$ cat config.mk
export PLATFORM = sky130hd
export DESIGN_NAME = fetch_unit
export DESIGN_NICKNAME = d
export VERILOG_FILES = /design/src/rtl/fetch_unit.sv
export SDC_FILE = /design/constraint.sdc
export NUM_CORES = 1
export LEC_CHECK = 0
export BUFFER_PORTS_ARGS = -buffer_cell sky130_fd_sc_hd__buf_4
export CORE_ASPECT_RATIO = 0.8
export CORE_MARGIN = 3
export CORE_UTILIZATION = 40
export DETAILED_ROUTE_END_ITERATION = 8
export GPL_ROUTABILITY_DRIVEN = 1
export PLACE_DENSITY = 0.74
export SYNTH_ARGS = -nofsm -noshare
export SYNTH_HDL_FRONTEND = slang
export SYNTH_SLANG_ARGS = --single-unit
$ cat constraint.sdc
create_clock -name clk -period 1.94 [get_ports clk]
set_clock_uncertainty 0.15 [all_clocks]
set_input_delay 0.194 -clock clk [delete_from_list [all_inputs] [get_ports clk]]
set_output_delay 0.194 -clock clk [all_outputs]
set_load 0.005 [all_outputs]
$ cat src/rtl/fetch_unit.sv
// Instruction-fetch stage: owns the PC, issues one-outstanding imem requests and
// buffers a single fetched instruction for decode; control-stage redirects squash wrong-path fetches.
module fetch_unit #(
    parameter logic [31:0] RESET_PC  = 32'h0000_0000,
    parameter logic [31:0] NOP_INSTR = 32'h0000_0013
) (
    input  logic        clk,
    input  logic        rst,
    output logic        imem_req,
    output logic [31:0] imem_addr,
    input  logic        imem_gnt,
    input  logic        imem_rvalid,
    input  logic [31:0] imem_rdata,
    output logic        id_valid,
    output logic [31:0] id_instr,
    output logic [31:0] id_pc,
    input  logic        id_ready,
    input  logic        redirect_valid,
    input  logic [31:0] redirect_pc,
    output logic        redirect_misaligned
);

    typedef enum logic {S_REQ, S_WAIT} state_e;

    state_e      state_q, state_d;
    logic [31:0] pc_q, pc_d;
    logic [31:0] req_pc_q, req_pc_d;
    logic        squash_q, squash_d;
    logic        id_valid_q, id_valid_d;
    logic [31:0] id_instr_q, id_instr_d;
    logic [31:0] id_pc_q, id_pc_d;
    logic        mis_q, mis_d;

    always_ff @(posedge clk) begin
        if (rst) begin
            state_q    <= S_REQ;
            pc_q       <= RESET_PC;
            req_pc_q   <= RESET_PC;
            squash_q   <= 1'b0;
            id_valid_q <= 1'b0;
            id_instr_q <= NOP_INSTR;
            id_pc_q    <= '0;
            mis_q      <= 1'b0;
        end else begin
            state_q    <= state_d;
            pc_q       <= pc_d;
            req_pc_q   <= req_pc_d;
            squash_q   <= squash_d;
            id_valid_q <= id_valid_d;
            id_instr_q <= id_instr_d;
            id_pc_q    <= id_pc_d;
            mis_q      <= mis_d;
        end
    end

    always_comb begin
        state_d    = state_q;
        pc_d       = pc_q;
        req_pc_d   = req_pc_q;
        squash_d   = squash_q;
        id_valid_d = id_valid_q;
        id_instr_d = id_instr_q;
        id_pc_d    = id_pc_q;
        mis_d      = 1'b0;

        if (redirect_valid) begin
            // Redirect overrides everything, including a fill or consume this cycle.
            pc_d       = {redirect_pc[31:2], 2'b00};
            id_valid_d = 1'b0;
            id_instr_d = NOP_INSTR;
            mis_d      = |redirect_pc[1:0];
            if (state_q == S_WAIT) begin
                if (imem_rvalid) begin
                    squash_d = 1'b0;
                    state_d  = S_REQ;
                end else begin
                    squash_d = 1'b1;
                end
            end
        end else begin
            if (id_valid_q && id_ready) begin
                id_valid_d = 1'b0;
                id_instr_d = NOP_INSTR;
            end
            case (state_q)
                S_REQ: begin
                    if (imem_req && imem_gnt) begin
                        req_pc_d = pc_q;
                        pc_d     = pc_q + 32'd4;
                        state_d  = S_WAIT;
                    end
                end
                S_WAIT: begin
                    if (imem_rvalid) begin
                        state_d = S_REQ;
                        if (squash_q) begin
                            squash_d = 1'b0;
                        end else begin
                            id_valid_d = 1'b1;
                            id_instr_d = imem_rdata;
                            id_pc_d    = req_pc_q;
                        end
                    end
                end
                default: state_d = S_REQ;
            endcase
        end
    end

    always_comb begin
        imem_req            = (state_q == S_REQ) && !rst && (!id_valid_q || id_ready) && !redirect_valid;
        imem_addr           = pc_q;
        id_valid            = id_valid_q;
        id_instr            = id_instr_q;
        id_pc               = id_pc_q;
        redirect_misaligned = mis_q;
    end

endmodule

# Word-level counts from Yosys, hierarchy flattened

Index checks and enable logic that the tools add are counted.

Bitwise gates (word level): 3
Multiplexer cells: 20
$add $sub $neg: 1
Equality and inequality tests: 1
Reduce and logical (&&, ||, !) cells: 19

Operator list:

| operator                                       | number |
|---|---|
| two-way mux 32 bit                             | 7 |
| adder 32 x 3 -> 32 bit (second input constant) | 1 |
| two-way mux 1 bit                              | 12 |
| AND reduction 2 bit                            | 3 |
| OR reduction 2 bit                             | 3 |
| logical AND 1 bit                              | 5 |
| AND reduction 4 bit                            | 1 |
| nonzero test 2 bit                             | 2 |
| logical NOT 1 bit                              | 3 |
| inverter 1 bit                                 | 3 |
| AND reduction 3 bit                            | 1 |
| != test 2 bit (second input constant)          | 1 |
| case mux 1 bit (2 select lines)                | 1 |
| logical OR 1 bit                               | 1 |

Word-level logic and storage cells: 53
Register bits: 132

# Longest topological paths before layout

Gate-level depths: netlist (run 1).

Depth in word-level cells: 8
Mapped depth: 7
Gate-level depth less buffers: 6

# Least setup slack after synthesis (run 1)

OpenSTA, ideal clock, no wires.

Kind: register to register
Start point: reg pc_q[2] (netlist: imem_addr[2])
End point: reg pc_q[22] (netlist: imem_addr[22])
Data arrival time: 1.608 ns
Path slack: 0.108 ns
Setup time: 0.074 ns
Buffers on the path: 0
Cell stages (with the launch flop): 7
Period minus slack after synthesis: 1.832 ns
Cell sequence: dfxtp_1 -> ha_1 -> and2_1 -> and2_0 -> nand3_1 -> or3_1 -> a31oi_1

Longest elaborated chain between the ends: 4

Ends and longest elaborated chain:

| what                   | RTL line | source |
|---|---|---|
| from (decl)            | 26       | `logic [31:0] pc_q, pc_d;` |
| from (signal assigned) | 46       | `pc_q <= pc_d;` |
| adder 32 x 3 -> 32 bit | 89       | `pc_d = pc_q + 32'd4;` |
| two-way mux 32 bit     | 87       | `if (imem_req && imem_gnt) begin` |
| two-way mux 32 bit     | 85       | `case (state_q)` |
| two-way mux 32 bit     | 66       | `if (redirect_valid) begin` |

Every way passes these cells. The select of a mux whose other input is x is not followed.
A chain may end at the register's enable or synchronous reset.

# Worst setup path after layout (run 1)

Start point: reg state_q
End point: reg pc_q[29] (netlist: imem_addr[29])

Longest elaborated chain between the ends: 7

Ends and longest elaborated chain:

| what                                     | RTL line | source |
|---|---|---|
| from (decl)                              | 25       | `state_e state_q, state_d;` |
| from (signal assigned)                   | 45       | `state_q <= state_d;` |
| inverter 1 bit                           | n/a      |  |
| logical AND 1 bit (3 in series)          | 111      | `imem_req = (state_q == S_REQ) && !rst && (!id_valid_q \|\| id_ready) && !redirect_valid;` |
| logical AND 1 bit                        | 87       |  |
| nonzero test 2 bit (no source line)      | n/a      |  |
| AND reduction 2 bit (no source line) (*) | n/a      |  |

Every way passes the cells marked *; elsewhere a longest branch is shown, timed or not.

==> results.sh, run 1 <==
export IMPL_finalHoldViolCount=0
export IMPL_critPathArrivalTime_ns=2.06
export IMPL_cp_slowest_stage_delay_ns=0.47
export IMPL_initial_core_util_pct=41.4
export IMPL_grt_usage_pct=22.7
export IMPL_yosys_area_top_type="dfxtp_1"
export IMPL_yosysMostFrequentCell="nand2_1"
export IMPL_start_kind="flip-flop"
export IMPL_syn_inst=651
export IMPL_placed_area_um2=6720
export IMPL_die_width_um=132
export IMPL_clk_latency_ns=0.41
export IMPL_seq_area_frac_synth_pct=49.4
export IMPL_fin_nets=967
export IMPL_p_int_w=0.00506
export IMPL_required_ns=2.11
export IMPL_rsz0062_at_grt="no"
export IMPL_cp_slowest_cell="nor4_1"
export IMPL_worst_setup_path_end_kind="flip-flop"
export IMPL_maxCapViolCount=0
export IMPL_drcViolationCount=0
export IMPL_cts_buffer_depth=2
export IMPL_p_total_w=0.00649
export IMPL_dieArea_um2=14200
export IMPL_setup_viol=0
export IMPL_synth_flop_cell="dfxtp_1"
export IMPL_synth_top_cell_area_share_pct=49.4
export IMPL_via_per_inst=5.07
export IMPL_cts_sinks=126
export IMPL_ioPinCount=169
export IMPL_dieHeight_um=107
export IMPL_yosys_warnings=0
export IMPL_cts_buffers=17
export IMPL_synth_area_leaders="dfxtp_1, nand2_1, a21oi_1"
export IMPL_clkPwrFrac_pct=48.6
export IMPL_crit_buf_inv=0
export IMPL_ys_types=42
export IMPL_worstReg2RegStart="state_q"
export IMPL_core_region_area_um2=12300
export IMPL_antenna_cells=0
export IMPL_crit_start="state_q"
export IMPL_grt_pass1_wl_um=25900
export IMPL_post_cts_buffers=0
export IMPL_p_leak_nw=3.13
export IMPL_fp_row_count=36
export IMPL_syn_area_per_cell_um2=7.85
export IMPL_grt_ovfl_total=0
export IMPL_status="finished clean"
export IMPL_ys_ff_latch=126
export IMPL_min_period_over_period_pct=97.4
export IMPL_grt_pass1_vias=5164
export IMPL_clk_pin_slew_ns=0.05
export IMPL_ant_nets=0
export IMPL_synth_edff_count=0
export IMPL_switchingPower_w=0.00144
export IMPL_fillCellCount=1060
export IMPL_worstHoldPathType="in2reg"
export IMPL_critical_path_cell_chain="nand2b_1 -> nor4_1 -> nand4b_1 -> xnor2_1 -> a211oi_1"
export IMPL_drt_iter0_markers=409
export IMPL_synthArstFlopShare_pct=0
export IMPL_wire_per_inst_um=15.2
export IMPL_synthTopCellsByCount="nand2_1, dfxtp_1, a21oi_1"
export IMPL_drive_gt1_share_pct=27.2
export IMPL_design_area_um2=7940
export IMPL_dp_final_hpwl_um=10700
export IMPL_dr_pass1_iters=5
export IMPL_fin_ws_ns=0.0508
export IMPL_critPathKind="reg2reg"
export IMPL_share_seq_of_total_power_pct=41.5
export IMPL_cts_root_buf="clkbuf_16"
export IMPL_routed_wirelength_um=16400
export IMPL_syn_to_final_growth_pct=55.4
export IMPL_ir_drop_mv=0.539
export IMPL_antenna_found_initial=0
export IMPL_cts_max_level=4
export IMPL_fmax_mhz=529
export IMPL_crit_family="simple AND/OR/NAND/NOR gates"
export IMPL_power_density_nw_per_um2=817
export IMPL_final_max_slew_viol_count=0
export IMPL_cts_tree="yes"
export IMPL_syn_cell_area_um2=5110
export IMPL_place_congestion=0.907
export IMPL_combPwrFrac_pct=9.8
export IMPL_portBuffers=164
export IMPL_dp_slack_ns=0.0601
export IMPL_grt_max_degree=93
export IMPL_hp_start="redirect_pc[24]"
export IMPL_vias=5466
export IMPL_min_period_ns=1.89
export IMPL_sw_frac_of_total_pct=22.1
export IMPL_tns_ns=0
export IMPL_cp_max_fo=5
-- cell type report --
cell class / count / area, um^2 / share of cell area (%)
Sequential cell: 126 / 2520 / 31.8
Clock buffer: 22 / 464 / 5.84
Clock inverter: 8 / 115 / 1.45
Tap cell: 171 / 214 / 2.69
Timing Repair Buffer: 273 / 2220 / 27.9
Inverter: 3 / 11.3 / 0.142
Multi-Input combinational cell: 475 / 2400 / 30.2
-- flip-flops by register name (all words and copies together) (netlist names) --
| signal | cells |
|---|---|
| id_instr | 32 |
| id_pc | 30 |
| imem_addr | 30 |
| squash_q | 1 |
| req_pc_q | 30 |
| redirect_misaligned | 1 |
| state_q | 1 |
| id_valid | 1 |
-- what timing repair did --
item	4_1_cts	5_1_grt
endpoints found under the setup margin	0	11
hold buffers	63	0
resized for setup	0	5
endpoints found under the hold margin	63	0
-- logic make-up after synthesis --
group,share of synthesized area (%)
buffers and inverters,4.29
AO/OA/AOI/OAI,15.0
adder cells (fa/ha/maj),0.245
flip-flops,49.4
AND/OR/NAND/NOR,27.0
multiplexers,0.637
XOR/XNOR,3.43
other,0.0734
-- placed cells by master, fill, tap and decap left out, types with 7 or more instances in the layout --
cell and count:
xor2_1 9, nor3_1 11, dfxtp_1 126, clkbuf_16 17, a21oi_1 104, nor2_1 22
and2_1 7, nand4_1 16, nand3_1 41, a211oi_1 14, buf_4 209, xnor2_1 11
dlygate4sd3_1 63, nand2_1 183
-- stage by stage --
| stage | hold slack (ns) | utilization, % | instances |
|---|---|---|---|
| 2_1_floorplan | 0.144 | - | 654 |
| 3_3_place_gp | 0.243 | 54.5 | 985 |
| 4_1_cts | 0.0224 | 64.3 | 1078 |
| 6_report | 0.0346 | 64.4 | 1078 |
| 5_1_grt | 0.0620 | 64.4 | 1078 |
| 3_5_place_dp | 0.244 | 54.5 | 985 |
-- worst reg2reg max path, delay by kind of cell (launching register included) --
| family | cells | cell delay, ns |
|---|---|---|
| AND/OR/NAND/NOR | 3 | 0.93 |
| XOR/XNOR | 1 | 0.19 |
| flip-flops | 1 | 0.33 |
| AO/OA/AOI/OAI | 1 | 0.23 |
-- power groups by stage --
| stage | Combinational, W | Sequential (W) | Clock, W |
|---|---|---|---|
| floorplan | 0.000199 | 0.00276 | 0 |
| global placement | 0.000524 | 0.00275 | 0 |
| detailed placement | 0.000526 | 0.00275 | 0 |
| CTS | 0.000631 | 0.00270 | 0.00319 |
| global route | 0.000689 | 0.00270 | 0.00331 |
| finish | 0.000639 | 0.00270 | 0.00316 |
-- metal layers --
metal	vias to the layer above	track usage, %	wire length (um)
met5	-	0	0
li1	2708	-	-
met4	0	7.86	365
met3	35	6.57	1290
met1	2508	30.1	7230
met2	215	35.4	7490
-- path summary, 6_finish.rpt --
kind	endpoint	slack, ns	depth (start not counted)
worst max-delay path	imem_addr[29]	0.05	5
worst min-delay path	imem_addr[24]	0.03	3
worst max register to register	imem_addr[29]	0.05	5
worst min register to register	id_pc[13]	0.30	2
Power figures use the tool's default switching activity.
==> inputs of run 2 (changes only) <==
--- a/config.mk
+++ b/config.mk
@@ -11,6 +11,8 @@
 export CORE_UTILIZATION = 40
 export DETAILED_ROUTE_END_ITERATION = 8
 export GPL_ROUTABILITY_DRIVEN = 1
+export GPL_TIMING_DRIVEN = 0
+export HOLD_SLACK_MARGIN = 0.06
 export PLACE_DENSITY = 0.74
 export SYNTH_ARGS = -nofsm -noshare
 export SYNTH_HDL_FRONTEND = slang
==> run 2 against run 1 <==
Worst setup slack got worse by 0.040 ns. Sequential cell count unchanged. Clock power increased by 11%. Sequential power about the same. Critical path type unchanged.
==> results.sh, run 2 (same netlist as run 1, synthesis figures left out) <==
export IMPL_p_leak_nw=3.11
export IMPL_cts_max_level=4
export IMPL_grt_ovfl_total=0
export IMPL_final_cell_mix="nand2_1, buf_4, dfxtp_1"
export IMPL_slew_headroom_pct=57.9
export IMPL_dieHeight_um=107
export IMPL_place_inst=988
export IMPL_clk_latency_ns=0.41
export IMPL_maxCapViolCount=0
export IMPL_antenna_cells=0
export IMPL_critPathKind="reg2reg"
export IMPL_dr_pass1_iters=5
export IMPL_min_period_ns=1.93
export IMPL_hp_start="rst"
export IMPL_clk_pin_slew_ns=0.06
export IMPL_placed_area_um2=6560
export IMPL_dp_final_hpwl_um=11500
export IMPL_status="finished clean"
export IMPL_portBuffers=163
export IMPL_worstReg2RegStart="imem_addr[2]"
export IMPL_antenna_found_initial=0
export IMPL_cts_buffer_depth=2
export IMPL_largest_reg_flops=32
export IMPL_holdPathStages=4
export IMPL_syn_to_final_growth_pct=57.8
export IMPL_required_ns=2.11
export IMPL_reg2regPathDepth=6
export IMPL_cts_root_buf="clkbuf_16"
export IMPL_initial_core_util_pct=41.4
export IMPL_place_congestion=0.899
export IMPL_ant_nets=0
export IMPL_cts_buffers=17
export IMPL_setup_viol=0
export IMPL_die_width_um=132
export IMPL_final_common_cell="nand2_1"
export IMPL_tns_ns=0
export IMPL_routed_wirelength_um=17400
export IMPL_final_max_slew_viol_count=0
export IMPL_fin_nets=976
export IMPL_ioPinCount=169
export IMPL_worstHoldPathType="in2reg"
export IMPL_min_period_over_period_pct=99.5
export IMPL_whs_endpoint="imem_addr[31]"
export IMPL_cp_max_fo=8
export IMPL_layout_cells_non_filler=1089
export IMPL_drive_gt1_share_pct=27.2
export IMPL_rsz0062_at_grt="yes"
export IMPL_finalHoldViolCount=0
export IMPL_grt_max_degree=17
export IMPL_drcViolationCount=0
export IMPL_vias=5656
export IMPL_tightest_slew_ns=0.632
export IMPL_ir_drop_mv=0.615
export IMPL_fmax_mhz=518
export IMPL_power_density_nw_per_um2=850
export IMPL_start_kind="flip-flop"
export IMPL_critPathArrivalTime_ns=2.10
export IMPL_reg2reg_to="imem_addr[26]"
export IMPL_worst_setup_path_end_kind="flip-flop"
export IMPL_via_per_inst=5.19
export IMPL_dieArea_um2=14200
export IMPL_core_region_area_um2=12300
export IMPL_grt_pass1_vias=5381
export IMPL_regToRegSetupSlack_ns=0.01
export IMPL_grt_usage_pct=24.1
export IMPL_fp_row_count=36
export IMPL_fin_util_pct=65.3
export IMPL_fillCellCount=1046
export IMPL_wire_per_inst_um=16.0
export IMPL_grt_pass1_wl_um=27300
export IMPL_drt_iter0_markers=446
export IMPL_cts_sinks=126
export IMPL_cts_tree="yes"
export IMPL_design_area_um2=8060
run 2: cell types whose count changed in the layout (fill, tap and decap cells not counted), sizes merged:
| cell | change |
|---|---|
| bufinv | +2 |
| buf | -35 |
| clkinvlp | +2 |
| clkbuf | +41 |
| dlygate4sd3 | +4 |
| clkinv | -3 |
run 2: metal layers:
metal / vias up / GRT usage (%) / wire length [um]
li1: 2732 / - / -
met1: 2639 / 32.1 / 7640
met2: 250 / 37.4 / 7940
met3: 35 / 6.47 / 1400
met4: 0 / 9.20 / 413
met5: - / 0 / 0
run 2: through the flow:
| step | setup slack, ns | power, W | hold slack [ns] |
|---|---|---|---|
| final | 0.0104 | 0.00685 | 0.0627 |
| after global routing | -0.0195 | 0.00705 | 0.111 |
| after CTS | 0.00107 | 0.00686 | 0.0793 |
| after detailed placement | -0.307 | 0.00324 | 0.248 |
| after global placement | -0.295 | 0.00323 | 0.243 |
| after floorplan | 0.108 | 0.00296 | 0.144 |
run 2: repair_timing:
item                                    in CTS  in global routing
pin swaps                                    0                  8
hold buffers                                67                  0
hold endpoints to repair                    65                  0
resized for setup                           22                 51
endpoints found under the setup margin      49                107
setup buffers                                0                  4
run 2: critical path, stage by stage, from the launching register on:
cell and delay (ns):
dfxtp_4 0.41, ha_2 0.22, and2_1 0.18, nand4_1 0.20, nor3_1 0.32, xnor2_1 0.10
a211oi_1 0.25
run 2: worst max path at each step:
stage                  startpoint       endpoint  slack (ns)
global route        imem_addr[17]  imem_addr[22]       -0.02
detailed placement        state_q      id_pc[30]       -0.31
finish               imem_addr[2]  imem_addr[26]        0.01
global placement     imem_addr[3]  imem_addr[22]       -0.30
CTS                  imem_addr[9]  imem_addr[20]       0.001
floorplan            imem_addr[2]  imem_addr[22]        0.11
run 2: final cells by class:
class	count	area [um^2]	share of cell area [%]
repair buffers	234	1920	23.9
clock buffers	23	468	5.80
inverters	3	11.3	0.140
plain buffers	48	223	2.76
well taps	171	214	2.65
clock inverters	9	183	2.27
flip-flops and latches	126	2560	31.8
multi-input cells	475	2470	30.7
run 2: report_power, final:
part	internal [W]	switching, W	total (W)
Sequential	0.00265	0.0000850	0.00273
Clock	0.00235	0.00117	0.00352
Combinational	0.000323	0.000271	0.000595
